## config.mk

```make
export PLATFORM = sky130hd
export DESIGN_NAME = sub_pix_out_packer
export DESIGN_NICKNAME = d
export VERILOG_FILES = /design/src/rtl/sub_pix_pkg.sv /design/src/rtl/sub_pix_sync_fifo.sv /design/src/rtl/sub_pix_out_packer.sv
export SDC_FILE = /design/constraint.sdc
export NUM_CORES = 1
export LEC_CHECK = 0
export ABC_AREA = 1
export CORE_MARGIN = 1.5
export CORE_UTILIZATION = 59
export CTS_CLUSTER_SIZE = 30
export DETAILED_ROUTE_END_ITERATION = 7
export PLACE_DENSITY = 0.86
export SYNTH_ARGS = -nofsm -noshare
export SYNTH_HDL_FRONTEND = slang
export SYNTH_SLANG_ARGS = --single-unit
```

## constraint.sdc

```tcl
create_clock -name clk -period 6.34 [get_ports clk]
set_input_delay 1.585 -clock clk [delete_from_list [all_inputs] [get_ports clk]]
set_output_delay 1.585 -clock clk [all_outputs]
set_load 0.005 [all_outputs]
```

## src/rtl/sub_pix_pkg.sv

```systemverilog
// rtl/sub_pix_pkg.sv - shared widths, lane slice helper and FSM states for sub_pix_out_packer
package sub_pix_pkg;

  localparam int L     = 4;
  localparam int IN_W  = 14;
  localparam int DROP  = 2;
  localparam int OUT_W = IN_W - DROP;
  localparam int CNT_W = 10;

  typedef enum logic [1:0] {
    IDLE   = 2'd0,
    ACTIVE = 2'd1,
    DRAIN  = 2'd2
  } state_e;

  // Lane j of a packed interpolant bus, lane 0 in the LSBs
  function automatic logic [IN_W-1:0] lane_slice(input logic [L*IN_W-1:0] bus, input int lane);
    return bus[lane*IN_W +: IN_W];
  endfunction

endpackage

```

## src/rtl/sub_pix_sync_fifo.sv

```systemverilog
// rtl/sub_pix_sync_fifo.sv - synchronous FIFO with MSB-extended pointers for full/empty
module sub_pix_sync_fifo #(
  parameter int DEPTH = 8,
  parameter int WIDTH = 49
) (
  input  logic             clk,
  input  logic             reset,
  input  logic             wr_en,
  input  logic [WIDTH-1:0] wr_data,
  input  logic             rd_en,
  output logic [WIDTH-1:0] rd_data,
  output logic             full,
  output logic             empty
);

  localparam int AW = $clog2(DEPTH);
  localparam int PW = AW + 1;

  logic [PW-1:0]    wr_ptr_q, wr_ptr_d;
  logic [PW-1:0]    rd_ptr_q, rd_ptr_d;
  logic [WIDTH-1:0] mem_q [DEPTH];
  logic [WIDTH-1:0] mem_d [DEPTH];
  logic             do_wr, do_rd;

  assign empty = (wr_ptr_q == rd_ptr_q);
  assign full  = (wr_ptr_q[AW] != rd_ptr_q[AW]) && (wr_ptr_q[AW-1:0] == rd_ptr_q[AW-1:0]);

  // A read in the same cycle frees the slot, so a write while full is still taken
  assign do_rd = rd_en && !empty;
  assign do_wr = wr_en && (!full || do_rd);

  // Head is forced to zero when empty so the output is clean after reset
  assign rd_data = empty ? '0 : mem_q[rd_ptr_q[AW-1:0]];

  // Next storage contents and pointer values
  always_comb begin
    mem_d    = mem_q;
    wr_ptr_d = wr_ptr_q;
    rd_ptr_d = rd_ptr_q;
    if (do_wr) begin
      mem_d[wr_ptr_q[AW-1:0]] = wr_data;
      wr_ptr_d = wr_ptr_q + PW'(1);
    end
    if (do_rd) begin
      rd_ptr_d = rd_ptr_q + PW'(1);
    end
  end

  // Pointer registers; reset empties the FIFO
  always_ff @(posedge clk) begin
    if (!reset) begin
      wr_ptr_q <= '0;
      rd_ptr_q <= '0;
    end else begin
      wr_ptr_q <= wr_ptr_d;
      rd_ptr_q <= rd_ptr_d;
    end
  end

  // Storage array, contents are don't-care until written
  always_ff @(posedge clk) begin
    mem_q <= mem_d;
  end

endmodule

```

## src/rtl/sub_pix_out_packer.sv

```systemverilog
// rtl/sub_pix_out_packer.sv - selects, rounds and saturates 4 interpolant lanes, frames them into lines
// Optional build macro SUB_PIX_SAT_STATS_EN adds the sat_cnt saturation-event counter.
module sub_pix_out_packer
  import sub_pix_pkg::*;
#(
  parameter int DEPTH      = 8,
  parameter int LINE_BEATS = 512
) (
  input  logic               clk,
  input  logic               reset,
  input  logic               in_v,
  input  logic [L*IN_W-1:0]  in_a,
  input  logic [L*IN_W-1:0]  in_b,
  input  logic               sel_b,
  input  logic               line_start,
  output logic               in_rdy,
  output logic [L*OUT_W-1:0] out_data,
  output logic               out_v,
  input  logic               out_rdy,
  output logic               out_eol,
  output logic               overflow,
  output logic               busy
`ifdef SUB_PIX_SAT_STATS_EN
  ,
  output logic [15:0]        sat_cnt
`endif
);

  localparam int               FW         = 1 + L*OUT_W;
  localparam int               RND_HALF_I = 1 << (DROP - 1);
  localparam logic [IN_W:0]    RND_HALF   = RND_HALF_I[IN_W:0];
  localparam logic [CNT_W-1:0] LAST_BEAT  = CNT_W'(LINE_BEATS - 1);

  state_e             state_q, state_d;
  logic [CNT_W-1:0]   cnt_q, cnt_d;
  logic               stage_v_q, stage_v_d;
  logic               stage_eol_q, stage_eol_d;
  logic [L*OUT_W-1:0] stage_data_q, stage_data_d;
  logic               overflow_q, overflow_d;
  logic               busy_q, busy_d;

  logic [L*OUT_W-1:0] rnd_data;
  logic [IN_W:0]      lane_r;
  logic               beat;
  logic               fifo_full, fifo_empty, fifo_rd;
  logic [FW-1:0]      fifo_rdata;
`ifdef SUB_PIX_SAT_STATS_EN
  logic [2:0]         sat_lanes;
`endif

  // Beats are only taken while a line is open
  assign beat    = in_v && (state_q == ACTIVE);
  assign fifo_rd = !fifo_empty && out_rdy;

  // Per-lane select, round half-up on IN_W+1 bits, saturate when the carry reaches bit IN_W
  always_comb begin
    rnd_data = '0;
    lane_r   = '0;
`ifdef SUB_PIX_SAT_STATS_EN
    sat_lanes = '0;
`endif
    for (int j = 0; j < L; j++) begin
      lane_r = {1'b0, (sel_b ? lane_slice(in_b, j) : lane_slice(in_a, j))} + RND_HALF;
      if (lane_r[IN_W]) begin
        rnd_data[j*OUT_W +: OUT_W] = '1;
`ifdef SUB_PIX_SAT_STATS_EN
        sat_lanes = sat_lanes + 3'd1;
`endif
      end else begin
        rnd_data[j*OUT_W +: OUT_W] = OUT_W'(lane_r >> DROP);
      end
    end
  end

  // Line FSM, beat counter, rounding stage and sticky overflow next-state
  always_comb begin
    state_d      = state_q;
    cnt_d        = cnt_q;
    stage_v_d    = beat;
    stage_eol_d  = 1'b0;
    stage_data_d = beat ? rnd_data : stage_data_q;
    // A staged beat that meets a full FIFO with no read is lost but still counted
    overflow_d   = overflow_q | (stage_v_q & fifo_full & ~fifo_rd);
    case (state_q)
      IDLE: begin
        if (line_start) begin
          state_d = ACTIVE;
          cnt_d   = '0;
        end
      end
      ACTIVE: begin
        if (in_v) begin
          if (cnt_q == LAST_BEAT) begin
            stage_eol_d = 1'b1;
            state_d     = DRAIN;
            cnt_d       = '0;
          end else begin
            cnt_d = cnt_q + CNT_W'(1);
          end
        end
      end
      DRAIN: begin
        if (fifo_empty && !stage_v_q) begin
          state_d = IDLE;
        end
      end
      default: state_d = IDLE;
    endcase
    busy_d = (state_d != IDLE);
  end

  // Control and stage registers; reset discards any in-flight beat
  always_ff @(posedge clk) begin
    if (!reset) begin
      state_q      <= IDLE;
      cnt_q        <= '0;
      stage_v_q    <= 1'b0;
      stage_eol_q  <= 1'b0;
      stage_data_q <= '0;
      overflow_q   <= 1'b0;
      busy_q       <= 1'b0;
    end else begin
      state_q      <= state_d;
      cnt_q        <= cnt_d;
      stage_v_q    <= stage_v_d;
      stage_eol_q  <= stage_eol_d;
      stage_data_q <= stage_data_d;
      overflow_q   <= overflow_d;
      busy_q       <= busy_d;
    end
  end

  sub_pix_sync_fifo #(
    .DEPTH (DEPTH),
    .WIDTH (FW)
  ) u_fifo (
    .clk     (clk),
    .reset   (reset),
    .wr_en   (stage_v_q),
    .wr_data ({stage_eol_q, stage_data_q}),
    .rd_en   (fifo_rd),
    .rd_data (fifo_rdata),
    .full    (fifo_full),
    .empty   (fifo_empty)
  );

  assign out_v    = !fifo_empty;
  assign out_data = fifo_rdata[L*OUT_W-1:0];
  assign out_eol  = fifo_rdata[FW-1];
  assign in_rdy   = !fifo_full;
  assign overflow = overflow_q;
  assign busy     = busy_q;

`ifdef SUB_PIX_SAT_STATS_EN
  logic [15:0] sat_cnt_q, sat_cnt_d;
  logic [16:0] sat_sum;

  // Saturation events per line, clamped at all-ones, cleared when a line is armed
  always_comb begin
    sat_sum   = {1'b0, sat_cnt_q} + 17'(sat_lanes);
    sat_cnt_d = sat_cnt_q;
    if ((state_q == IDLE) && line_start) begin
      sat_cnt_d = '0;
    end else if (beat) begin
      sat_cnt_d = sat_sum[16] ? 16'hFFFF : sat_sum[15:0];
    end
  end

  // Saturation counter register
  always_ff @(posedge clk) begin
    if (!reset) begin
      sat_cnt_q <= '0;
    end else begin
      sat_cnt_q <= sat_cnt_d;
    end
  end

  assign sat_cnt = sat_cnt_q;
`endif

endmodule

```

# Word level (Yosys, flattened, before mapping)
# Index checks and enable logic that the tools add are counted.
# word_totals
regBits,464
inputBits,118
out_inout_bits,53
elab_cells,82
# op_classes
addsub,7
order_cmp,3
n_eq_ne,8
muxes,25
n_bitwise,6
n_reduce_logical,16
# op_table
cell,count
392-bit bitwise mux,1
49-bit 2-to-1 mux,4
49-bit binary-select mux with 3-bit select,1
49-bit demux with 3-bit select,1
"14-bit by 2-bit adder with 15-bit output, second input constant",4
14-bit 2-to-1 mux,4
12-bit 2-to-1 mux,4
10-bit 2-to-1 mux,3
10-bit one-hot mux with 2 select lines,1
"10-bit by 1-bit adder with 10-bit output, second input constant",1
"10-bit by 9-bit == test with 1-bit output, second input constant",1
"4-bit by 1-bit adder with 4-bit output, second input constant",2
"4-bit >= comparator, second input constant",2
2-bit 2-to-1 mux,4
3-bit NOT with 4-bit output,2
1-bit logical AND,7
2-bit one-hot mux with 3 select lines,1
3-bit AND reduction,2
4-bit == test,1
"4-bit by 1-bit less-than comparator with 1-bit output, second input constant",1
"2-bit inequality test, second input constant",2
2-bit nonzero test,2
3-bit == test,1
1-bit logical NOT,3
9 further kinds,10

# Longest topological paths before layout
# logic_depth
depth_word,6
ltp_mapped,13

# Hierarchy
# From an unflattened synthesis, not the netlist that was laid out.
# unflattened
hier_cells,1945
hier_area_um2,20340.8
# by_module_without_submodules
module,instances,cells_per_inst,area_each_um2,seq_area_each_um2
sub_pix_sync_fifo,1,1193,15745.1,11931.4
sub_pix_out_packer,1,752,4595.7,1281.2

# Least setup slack after synthesis
# Ideal clock, no wire load.
# synth_path
path_kind,in2reg
startpoint,input out_rdy
endpoint,"register u_fifo.mem_q[147] (netlist name), enable pin"
arrival_time_ns,4.147
required_ns,5.884
path_slack_ns,1.738
path_stages,5
path_buffers,0
path_cell_list,inv_1 -> nand3_2 -> nand2_1 -> or2_1 -> nor2_1
# synth_between
elab_chain_len,4
# synth_rtl
item,line,text
start: declaration,sub_pix_out_packer.sv:19,"input logic out_rdy,"
1-bit logical AND,sub_pix_out_packer.sv:53,assign fifo_rd = !fifo_empty && out_rdy;
1-bit logical AND,sub_pix_sync_fifo.sv:29,assign do_rd = rd_en && !empty;
1-bit logical OR,sub_pix_sync_fifo.sv:30,assign do_wr = wr_en && (!full || do_rd);
1-bit logical AND,sub_pix_sync_fifo.sv:30,
end signal: assignment,sub_pix_sync_fifo.sv:62,mem_q <= mem_d;
end: declaration,sub_pix_sync_fifo.sv:21,logic [WIDTH-1:0] mem_q [DEPTH];
# No other way between the ends.
# A chain may end at the register's enable or synchronous reset.

# Worst setup path after layout
# layout_path
startpoint,register u_fifo.rd_ptr_q[1]
endpoint,output out_data[28]
# layout_between
elab_chain_len,5
# layout_rtl
item,line,text
start: declaration,sub_pix_sync_fifo.sv:20,"logic [PW-1:0] rd_ptr_q, rd_ptr_d;"
start signal: assignment,sub_pix_sync_fifo.sv:56,rd_ptr_q <= rd_ptr_d;
3-bit NOT with 4-bit output (implied by the code),sub_pix_sync_fifo.sv:33,assign rd_data = empty ? '0 : mem_q[rd_ptr_q[AW-1:0]];
49-bit binary-select mux with 3-bit select,sub_pix_sync_fifo.sv:33,
49-bit 2-to-1 mux (implied by the code) (2 in series),sub_pix_sync_fifo.sv:33,
49-bit 2-to-1 mux (*),sub_pix_sync_fifo.sv:33,
end: declaration,sub_pix_out_packer.sv:17,"output logic [L*OUT_W-1:0] out_data,"
# Every way passes the cells marked *; elsewhere a longest branch is shown, timed or not. The select of a mux whose other input is x is not followed.

==> run_results.csv <==
group,metric,value,unit
floorplan,die_h,188,µm
clock_tree,cts_setup_buffers,0,
setup_path,cp-end-kind,"output port",
clock_tree,cts-hold-fix-buffers,0,
grt,grt_use_total,0.275,
yosys,synth_largest_area_cell,"edfxtp_1",
setup_path,crit_start,"u_fifo.rd_ptr_q[1]",
placement,gp_congestion,0.854,
sta,finClkSkew,0.0209,ns
floorplan,start_util,0.599,
floorplan,rows,67,
yosys,synth.avg_cell_area,10.5,µm²
sta,hold_viol,0,
setup_path,cp_max_fo,78,
final_layout,fill_cells,2159,
clock_tree,cts.clk_slew.worst_paths,0.07,ns
setup_path,critical_path_arrival,3.60,ns
drt,vias,15000,
clock_tree,clock-sinks,464,
yosys,syn_nets,2030,
drt,routed_wl,48600,µm
final_layout,multi_input_area,0.00621,mm²
sta,slew_violations,0,
grt,grt_overflow,0,
pwr,ir_drop,0.180,mV
yosys,ys_warn_count,0,
pwr,p_leak,8.36,nW
clock_tree,cts-root-buf,"clkbuf_16",
yosys,synth-edff-count,392,
worst_hold_path,hold_start,"overflow",
placement,dp_cells,2434,
status,outcome,"finished, final reports clean",
floorplan,coreArea,0.0335,mm²
clock_tree,cts.repair.resized,0,
final_layout,final_nets,2154,
pwr,total_power,0.00733,W
drt,firstDrtPassIters,5,
placement,hpwl,27800,µm
yosys,synth_fa_ha_area_frac,0.00436,
yosys,synth_top_family_by_area,"simple AND/OR/NAND/NOR gates",
sta,report.final.setup_viol,0,
yosys,ys_ff_latch,464,
clock_tree,htreeDepth,2,
drt,antenna_left,0,
sta,fin_ws,1.15,ns
drt,wl_per_cell,19.4,µm
yosys,ys_types,37,
yosys,synthTopCellsByArea,"edfxtp_1 (59%), nor2_1 (7.7%), dfxtp_1 (7.2%)",
final_layout,drive_gt1_frac,0.0873,
yosys,synth_compound_area_frac,0.115,
pwr,power_density,312,mW/mm²
yosys,seq_area_frac_synth,0.658,
clock_tree,cts_tree,"built",
yosys,synth_top_area_share,0.586,
yosys,synthTopCellsByCount,"nor2_1 (414), edfxtp_1 (392), nand2_1 (263)",
sta,max_slew_margin,0.255,
drt,drc_errors,0,
yosys,synthXorXnorAreaFrac,0.0131,
setup_path,cp.required,4.76,ns
final_layout,diodes,0,
sta,finalCritPeriodShare,0.818,
clock_tree,clk_latency,0.54,ns
yosys,muxShareOfSynthArea,0,
setup_path,worst_setup_path_start_kind,"flop",
drt,via_per_inst,5.97,
sta,rsz0062_at_grt,"no",
placement,placement.io_buffers,162,
floorplan,io_pins,171,
placement,pre_cts_ws,1.83,ns
setup_path,worstSetupPathType,"flop to output port",
clock_tree,cts_made_buffers,41,
yosys,synth_top_flop_cell,"edfxtp_1",
setup_path,r2r_start,"u_fifo.wr_ptr_q[2]",
grt,antenna_found_initial,0,
drt,drt_iter0_drc,1749,
final_layout,area_delta_synth_final,17.0,%
floorplan,dieArea,0.0352,mm²
grt,grt_max_degree,197,
grt,grt_pass1_wl,75900,µm
sta,fin_crit,5.19,ns
floorplan,die_x,188,µm
grt,grt_pass1_vias,14500,
yosys,netlist_instances,1905,
sta,max_freq,193,MHz
sta,fin_tns_setup,0,ns
flow_run,cap_violations,0,
yosys,yosys.area_share.simple,0.174,
yosys,synth.cell_area,0.0201,mm²
sta,tightest_slew,1.12,ns
final_layout,final_cells,2510,
worst_hold_path,hp-class,"flop to flop",
final_layout,layout.area.seq,0.0132,mm²
yosys,yosysMostFrequentCell,"nor2_1",
yosys,async_reset_ff_frac,0,
clock_tree,clk_path_buf_depth,3,
-- layer usage --
metal,track usage,up-vias,routed length (µm)
met5,0,-,0
met4,0.110,0,1510
met3,0.0475,115,5250
met2,0.469,928,23700
met1,0.351,7046,18200
li1,-,6897,-
-- cell usage in the layout (no fill, tap or decap), drive strengths merged, types with 7 or more instances in the layout --
cell and instances:
nor2 431, edfxtp 392, nand2 302, o21ai 295, clkdlybuf4s50 161, dfxtp 72, inv 60, clkbuf 60
a31oi 58, o22ai 51, nand3 44, buf 25, nand4 21, xor2 20, a21oi 20, clkinv 11
xnor2 10, nand3b 10, ha 7
-- state kept, by name, summed over array words and instances, names as in the netlist --
register and flops:
u_fifo.mem_q 392, stage_data_q 48, cnt_q 10, u_fifo.rd_ptr_q 4, u_fifo.wr_ptr_q 4, state_q 2, busy 1, overflow 1
stage_eol_q 1, stage_v_q 1
-- final cells by class --
class | count | share of cell area
Clock buffer | 60 | 0.0537
Clock inverter | 16 | 0.00761
Inverter | 59 | 0.00985
Multi-Input combinational cell | 1277 | 0.264
Sequential cell | 464 | 0.562
Tap cell | 448 | 0.0238
Timing Repair Buffer | 186 | 0.0786
-- worst max-delay path, stage by stage, from the launching register on --
cell and delay [ns]:
dfxtp_2 0.34, buf_4 0.30, buf_4 0.76, o21ai_0 0.36, o22ai_1 0.26, o21ai_0 0.10, a31oi_1 0.34, clkdlybuf4s50_1 0.57
-- power breakdown --
group | leakage [nW] | switching, W | internal (W)
clock | 0.715 | 0.00106 | 0.00155
combinational | 3.45 | 0.000780 | 0.000508
sequential | 4.19 | 0.0000717 | 0.00336
total | 8.36 | 0.00191 | 0.00542
-- through the flow --
step,cell area [µm²],utilization,hold slack [ns]
floorplan,20100,-,0.447
global placement,22100,0.658,0.443
detailed placement,22100,0.658,0.443
CTS,23500,0.701,0.455
global route,23500,0.701,0.492
finish,23500,0.701,0.452
-- cells by family (layout without fill, tap and decap cells) --
group,count (synthesis),in the layout
compound gates,428,428
xor+xnor,30,30
buf+inv,164,321
fa+ha+maj,7,7
flops,464,464
simple gates,812,812
-- worst paths after layout --
kind                            cells after the start  slack (ns)                end
worst max-delay path                                7        1.15       out_data[28]
worst min-delay path                                2        0.45           overflow
worst max register to register                      7        3.24  u_fifo.mem_q[261]
worst min register to register                      2        0.45           overflow
(Power assumes the default switching activity.)
